==> src/rtl/mvm_engine.sv <==
// Matrix-vector multiply core: y = A*x over external sync-read memories, one MAC per cycle.
// Optional MVM_SATURATE_EN: saturating accumulator with sticky ovf flag.
module mvm_engine #(
  parameter int unsigned DATA_W   = 8,
  parameter int unsigned ACC_W    = 24,
  parameter int unsigned MAX_ROWS = 16,
  parameter int unsigned MAX_COLS = 16,
  localparam int unsigned RA_W    = $clog2(MAX_ROWS),
  localparam int unsigned CA_W    = $clog2(MAX_COLS)
) (
  input  logic                   clk,
  input  logic                   rst,
  input  logic                   start,
  input  logic [RA_W:0]          num_rows,
  input  logic [CA_W:0]          num_cols,
  output logic [RA_W+CA_W-1:0]   mat_addr,
  output logic [CA_W-1:0]        vec_addr,
  input  logic [DATA_W-1:0]      mat_rd_data,
  input  logic [DATA_W-1:0]      vec_rd_data,
  output logic                   res_we,
  output logic [RA_W-1:0]        res_addr,
  output logic [ACC_W-1:0]       res_data,
  output logic                   busy,
  output logic                   done,
  output logic                   ovf
);

  typedef enum logic [2:0] {S_IDLE, S_CLR, S_RUN, S_DRAIN, S_WRITE, S_DONE} state_t;

  state_t                   state;
  logic [RA_W:0]            rows_q;
  logic [CA_W:0]            cols_q;
  logic [RA_W-1:0]          row;
  logic [CA_W-1:0]          col;
  logic signed [ACC_W-1:0]  acc;
  logic                     vld;

  logic [RA_W:0]            rows_in;
  logic [CA_W:0]            cols_in;
  logic signed [2*DATA_W-1:0] prod;
  logic signed [ACC_W-1:0]  prod_ext;
  logic signed [ACC_W-1:0]  acc_sum;
  logic                     clamp;
  logic                     last_col;
  logic                     last_row;

  // Counts above the compile-time maxima run at the maximum
  assign rows_in = (num_rows > (RA_W+1)'(MAX_ROWS)) ? (RA_W+1)'(MAX_ROWS) : num_rows;
  assign cols_in = (num_cols > (CA_W+1)'(MAX_COLS)) ? (CA_W+1)'(MAX_COLS) : num_cols;

  assign prod     = $signed(mat_rd_data) * $signed(vec_rd_data);
  assign prod_ext = ACC_W'(prod);
  assign last_col = ({1'b0, col} == (cols_q - (CA_W+1)'(1)));
  assign last_row = ({1'b0, row} == (rows_q - (RA_W+1)'(1)));

`ifdef MVM_SATURATE_EN
  logic signed [ACC_W:0] wide;
  always_comb begin
    wide    = {acc[ACC_W-1], acc} + {prod_ext[ACC_W-1], prod_ext};
    clamp   = wide[ACC_W] ^ wide[ACC_W-1];
    acc_sum = wide[ACC_W-1:0];
    if (clamp)
      acc_sum = wide[ACC_W] ? {1'b1, {(ACC_W-1){1'b0}}} : {1'b0, {(ACC_W-1){1'b1}}};
  end
`else
  always_comb begin
    clamp   = 1'b0;
    acc_sum = acc + prod_ext;
  end
`endif

  always_ff @(posedge clk) begin
    if (rst) begin
      state    <= S_IDLE;
      rows_q   <= '0;
      cols_q   <= '0;
      row      <= '0;
      col      <= '0;
      acc      <= '0;
      vld      <= 1'b0;
      mat_addr <= '0;
      vec_addr <= '0;
      res_we   <= 1'b0;
      res_addr <= '0;
      res_data <= '0;
      busy     <= 1'b0;
      done     <= 1'b0;
      ovf      <= 1'b0;
    end else begin
      res_we <= 1'b0;
      done   <= 1'b0;
      // Read data arrives one cycle after each RUN address
      vld    <= (state == S_RUN);
      if (vld) begin
        acc <= acc_sum;
        ovf <= ovf | clamp;
      end
      case (state)
        S_IDLE: begin
          if (start) begin
            rows_q <= rows_in;
            cols_q <= cols_in;
            row    <= '0;
            col    <= '0;
            acc    <= '0;
            busy   <= 1'b1;
            ovf    <= 1'b0;
            state  <= (rows_in == '0 || cols_in == '0) ? S_DONE : S_CLR;
          end
        end
        S_CLR: begin
          acc      <= '0;
          col      <= '0;
          mat_addr <= {row, CA_W'(0)};
          vec_addr <= '0;
          state    <= S_RUN;
        end
        S_RUN: begin
          if (last_col) begin
            state <= S_DRAIN;
          end else begin
            col      <= col + CA_W'(1);
            mat_addr <= {row, col + CA_W'(1)};
            vec_addr <= col + CA_W'(1);
          end
        end
        S_DRAIN: begin
          res_we   <= 1'b1;
          res_addr <= row;
          res_data <= acc_sum;
          state    <= S_WRITE;
        end
        S_WRITE: begin
          if (last_row) begin
            done  <= 1'b1;
            state <= S_DONE;
          end else begin
            row   <= row + RA_W'(1);
            state <= S_CLR;
          end
        end
        S_DONE: begin
          // A zero-count run arrives here without done raised yet
          if (!done) begin
            done <= 1'b1;
          end else begin
            busy  <= 1'b0;
            state <= S_IDLE;
          end
        end
        default: state <= S_IDLE;
      endcase
    end
  end

endmodule

==> config.mk <==
export PLATFORM = sky130hd
export DESIGN_NAME = mvm_engine
export DESIGN_NICKNAME = d
export VERILOG_FILES = /design/src/rtl/mvm_engine.sv
export SDC_FILE = /design/constraint.sdc
export NUM_CORES = 1
export LEC_CHECK = 0
export BUFFER_PORTS_ARGS = -buffer_cell sky130_fd_sc_hd__buf_2
export CAP_MARGIN = 20
export CORE_AREA = 2 2 127 129
export CTS_BUF_LIST = sky130_fd_sc_hd__clkbuf_8
export DETAILED_ROUTE_END_ITERATION = 8
export DIE_AREA = 0 0 129 131
export PLACE_DENSITY = 0.73
export SETUP_SLACK_MARGIN = 0.2
export SLEW_MARGIN = 15
export SYNTH_ARGS = -nofsm -noshare
export SYNTH_HDL_FRONTEND = slang
export SYNTH_SLANG_ARGS = --single-unit
==> constraint.sdc <==
create_clock -name clk -period 16.7 [get_ports clk]
set_input_delay 1.67 -clock clk [delete_from_list [all_inputs] [get_ports clk]]
set_output_delay 1.67 -clock clk [all_outputs]
set_load 0.05 [all_outputs]
---- Word-level counts from Yosys, hierarchy flattened ----
Index checks and enable logic that the tools add are counted.
operators by class
  add/sub/neg operators ................... 5
  multipliers ............................. 1
  $lt $le $gt $ge ......................... 2
  equal/unequal tests ..................... 12
  mux-type cells .......................... 26
  reduce and logical (&&, ||, !) cells .... 14
operator list
  kind                                                                 count
  24-bit two-way mux                                                   2
  24-bit one-hot mux with 2 select lines                               1
  24-bit by 16-bit adder with 24-bit output                            1
  3-bit one-hot mux with 6 select lines                                1
  8-bit by 8-bit multiplier with 16-bit output                         1
  4-bit one-hot mux with 2 select lines                                2
  8-bit one-hot mux with 2 select lines                                1
  3-bit two-way mux                                                    5
  4-bit two-way mux                                                    3
  4-bit one-hot mux with 3 select lines                                1
  3-bit AND reduction                                                  4
  4-bit by 5-bit == test with 1-bit output                             2
  5-bit > comparator (second input constant)                           2
  5-bit zero test                                                      2
  5-bit two-way mux                                                    2
  2-bit inequality test (second input constant)                        5
  5-bit by 1-bit subtractor with 5-bit output (second input constant)  2
  4-bit by 1-bit adder with 4-bit output (second input constant)       2
  8-bit two-way mux                                                    1
  3-bit by 2-bit == test with 1-bit output (second input constant)     2
  3-bit == test (second input constant)                                2
  2-bit nonzero test                                                   3
  1-bit two-way mux                                                    5
  1-bit one-hot mux with 2 select lines                                2
  5 further kinds                                                      6
word-level totals
  flip-flop bits (word level) ............. 89
  output and inout port bits .............. 44
  logic and storage cells ................. 74

---- Logic depth before layout (Yosys ltp) ----
  word-level depth ........................ 7
  gate-level depth with buffers ........... 19

---- Least setup slack after synthesis ----
OpenSTA, ideal clock, no wires.
  path kind ............................... input-to-reg
  from .................................... in mat_rd_data[7]
  to ...................................... reg res_data[19]
  setup time .............................. 0.131 ns
  arrival time ............................ 6.651 ns
  path slack .............................. 9.918 ns
  stages .................................. 16
  cells stage by stage .................... and2_1 inv_1 fa_1 inv_1 fa_1 fa_1 fa_1 fa_1 ha_1 a21o_1 a21oi_1 a21oi_1 or3_4 a211oi_2 xor2_1 o31ai_1
between the ends
  longest elaborated chain between the ends .. 2
ends and longest elaborated chain
  item                                          line  text
  from (decl)                                   18    input logic [DATA_W-1:0] mat_rd_data,
  8-bit by 8-bit multiplier with 16-bit output  51    assign prod = $signed(mat_rd_data) * $signed(vec_rd_data);
  24-bit by 16-bit adder with 24-bit output     68    acc_sum = acc + prod_ext;
  to (signal assigned)                          130   res_data <= acc_sum;
  to (decl)                                     22    output logic [ACC_W-1:0] res_data,
Every way passes these cells.
A chain may end at the register's enable or synchronous reset.

---- Worst setup path in the final report ----
  from .................................... in vec_rd_data[1]
  to ...................................... reg acc[22]
between the ends
  longest elaborated chain between the ends .. 5
ends and longest elaborated chain
  item                                              line  text
  from (decl)                                       19    input logic [DATA_W-1:0] vec_rd_data,
  8-bit by 8-bit multiplier with 16-bit output (*)  51
  24-bit by 16-bit adder with 24-bit output (*)     68
  24-bit two-way mux (*)                            94    if (vld) begin
  24-bit two-way mux                                100   if (start) begin
  24-bit one-hot mux with 2 select lines (*)        98    case (state)
  to (signal assigned)                              95    acc <= acc_sum;
  to (decl)                                         35    logic signed [ACC_W-1:0] acc;
Every way passes the cells marked *; elsewhere a longest branch is shown, timed or not.

==> impl_results.md <==
- TritonCTS clock tree: done
- HP Class: flip-flop to flip-flop
- Worst-path clk slew: around 0.09 ns
- Largest family of logic cells by synthesized area: adder cells
- Reg2Reg Depth: 18
- Critical R2R Launch: acc[4]
- Register area: 1700 µm²
- Number of gates resized after cts: 0
- Pin count of the biggest net entering global routing: 64
- Rows: 46
- Switching Share: roughly 48%
- CTS root buf: clkbuf_8
- Vias in the first global route: 5710
- H-tree levels: 3
- All-Layer GR Usage: 20.3%
- Synthesized Nets: ~1.0k
- Hold Path Origin: res_data[0]
- Peak fanout along the critical path: 16
- Crit end category: flip-flop
- Top_reg_cell synth: dfxtp_1
- Ys Warns: 0
- Status: completed
- First-pass GRT wire length: 27600 µm
- Final Hold Fails: 0
- Initial core utilization: 49.1%
- Avg WL per Cell: 14.6 µm
- Max incr delay on CP: a little under 0.8 ns
- Net Sw Power: about 600 µW
- Sum Neg Setup Slack: 0 ns
- Smallest hold slack: approximately 0.46 ns
- Die width: around 130 µm
- Compound-Gate Fraction of Synth Area: 10.0%
- Detail Route Antenna Nets: 0
- Most common cell after layout, fill and taps aside: inv_1
- Clk_lat worst skew: 0.36 ns
- Seq pwr share: 18.1%
- Final WL: roughly 16000 µm
- Synth top area share: 27.2%
- Layout cells sized above 1: a little under an eighth
- Post CTS Setup Buffer Count: 0
- Post-synthesis average cell area: 9.22 µm²
- Fin Clk Skew: 0.0180 ns
- Clock power frac: 11.7%
- Nets@finish: 1076
- Area of the multi-input gates: 5420 µm²
- Leakage: 3.89 nW
- Vias/cell: about 5
- #FFs+latches synth: 85
- Post-layout min period: 6.68 ns
- Final period util: 40.0%
- Hold path cells: 2
- Initial antenna violation count: 0
- R2R Setup Slk: around 12 ns
- Crit-path most repeated cell: fa_1
- Worst path cell trace: buf_2 -> and2_1 -> fa_1 -> fa_1 -> fa_1 -> fa_1 -> ha_1 -> ha_1 -> a21o_1 -> a221oi_2 -> a21bo_2 -> and4_4 -> or3_1 -> nand3_1 -> a21oi_1
- Setup CP Type: input port to flip-flop
- DR pass1 iterations: 5
- Xor/xnor cell area share of the yosys netlist: 3.77%
- Comb pwr share: 70.2%
- Chip height: around 130 µm
- Endpoints failing setup: 0
- Slowest cell on crit path: and2_1
- Max IR drop VDD: 0.101 mV
- Antenna cells: 0
- Worst EP required: 16.90 ns
- Reg2reg end: acc[22]
- Worst-Margin Slew: between 0.9 and 1 ns
- Via count: around 5.7k
- Sequential fraction of the synthesis area: 22.2%
- Mux cell area share after synthesis: 3.28%
- Initial DRC count: 221
- Worst hold endpoint: res_data[0]
- Synth area leader: fa_1
- RePlAce Congestion: approximately 0.82
- Pint: between 600 and 700 µW
- Die area: 16900 µm²
- RSZ-0062 raised after global routing: no
- Asr flop ratio synth: 0%
- Layout fillers: 1467
- Core Area: ~16000 µm²
- Drt drc: 0
- Max Clk Rate: 150 MHz
- Slew Viols, Final: 0
- Max cap viols: 0
- Number of synthesized flops with an enable pin: 0
- Family with the most delay on the worst path: adder cells
- Post-Synth Adder-Cell Area: 36.6%
- CP bufs+invs: 1
- Mapped Area: 7660 µm²
- HPWL after DPL: 12900 µm
- Total CTS buffers: 9
- I/O Buffers: 71
- Critical path startpoint category: input port
- Most frequent cells in the layout: inv_1 (111), fa_1 (104), nand2_1 (97)
- Area growth, synth to finish: 9.29%
- Relative max-transition margin: between 30 and 40%
- Mapped Cells: about 830
- Critical Path AT: 6.88 ns
- Max clock buf depth: 2
- Clock sink total: between 80 and 90
- GRT overflow: 0
- IO Pins: 73
- Synth Area in Simple Gates: 16.8%
- Synth cell types: 60
- Top cells by area, synth: fa_1 (27%), dfxtp_1 (22%), ha_1 (9.5%)
- Hold Buf Count CTS: 0
- Power Dens Cells: 152 nW/µm²
## through the flow
stage / std cells / worst slack (ns) / total power, mW / util [%] / area, µm²
after global routing: 1105 / 9.70 / 1.41 / 53.7 / 8380
after CTS: 1105 / 9.64 / 1.28 / 53.7 / 8370
after detailed placement: 1090 / 9.29 / 1.13 / 52.4 / 8180
after floorplan: 831 / 9.92 / 0.934 / - / 7660
final: 1105 / 10.02 / 1.27 / 53.7 / 8380
after global placement: 1090 / 9.35 / 1.11 / 52.4 / 8180
## cell usage after synthesis (16+ instances only)
cell type  number
inv_1         111
fa_1          104
nand2_1        97
dfxtp_1        85
ha_1           58
a21oi_1        50
nor2_1         50
and2_1         33
clkbuf_1       24
mux2i_1        24
xnor2_1        17
nand2b_1       16
o21ai_0        16
xor2_1         16
## worst register-to-register path: cells and delay by family, from the launching register on
family                   cells  cell delay [ns]
flip-flops                   1             0.36
AND/OR/NAND/NOR              3             0.66
AO/OA/AOI/OAI                4             0.79
adder cells (fa/ha/maj)      7             2.77
buffers and inverters        4             0.22
## layout make-up
cell class                 count  area share, %
clock inverter                 6          0.851
multi-input combinational    604           64.7
timing repair buffer          73           4.42
tap                          216           3.23
inverter                     112           5.02
sequential                    85           20.3
clock buffer                   9           1.48
## how the worst max path moves through the flow
| stage | start | cells past startpoint | end |
|---|---|---|---|
| CTS | mat_rd_data[7] | 17 | res_data[19] |
| global route | vec_rd_data[1] | 15 | res_data[19] |
| finish | vec_rd_data[1] | 15 | acc[22] |
| detailed placement | mat_rd_data[7] | 17 | res_data[19] |
| global placement | mat_rd_data[7] | 17 | res_data[19] |
| floorplan | mat_rd_data[7] | 16 | res_data[19] |
## flip-flops by register name, indices dropped and copies added, names as in the netlist
register,cells
vld,1
res_data,24
busy,1
done,1
mat_addr,8
cols_q,5
res_we,1
row,4
res_addr,4
col,4
acc,24
state,3
rows_q,5
## power groups by stage
stage	Clock (mW)	Sequential (mW)	Combinational (mW)
finish	0.148	0.230	0.893
CTS	0.152	0.230	0.898
floorplan	0	0.252	0.682
detailed placement	0	0.235	0.893
global route	0.159	0.233	1.02
global placement	0	0.235	0.877
## metal layers
| layer | share of wire, % | global-route usage, % | wire (µm) | vias to the layer above |
|---|---|---|---|---|
| met4 | 0.46 | 2.49 | 74 | 0 |
| met2 | 50 | 36.2 | 8080 | 111 |
| met1 | 45 | 27.1 | 7310 | 2765 |
| met3 | 4.0 | 3.18 | 643 | 6 |
| met5 | 0 | 0 | 0 | - |
| li1 | - | - | - | 2792 |
## cells by family after synthesis
logic type	Yosys count
DFF	85
xor gates and xnor gates	33
AOI/OAI and AO/OA	119
muxes	25
and+or+nand+nor	264
adders and majority gates	162
buffers and inverters	142
other	1
Power figures use the tool's default switching activity.
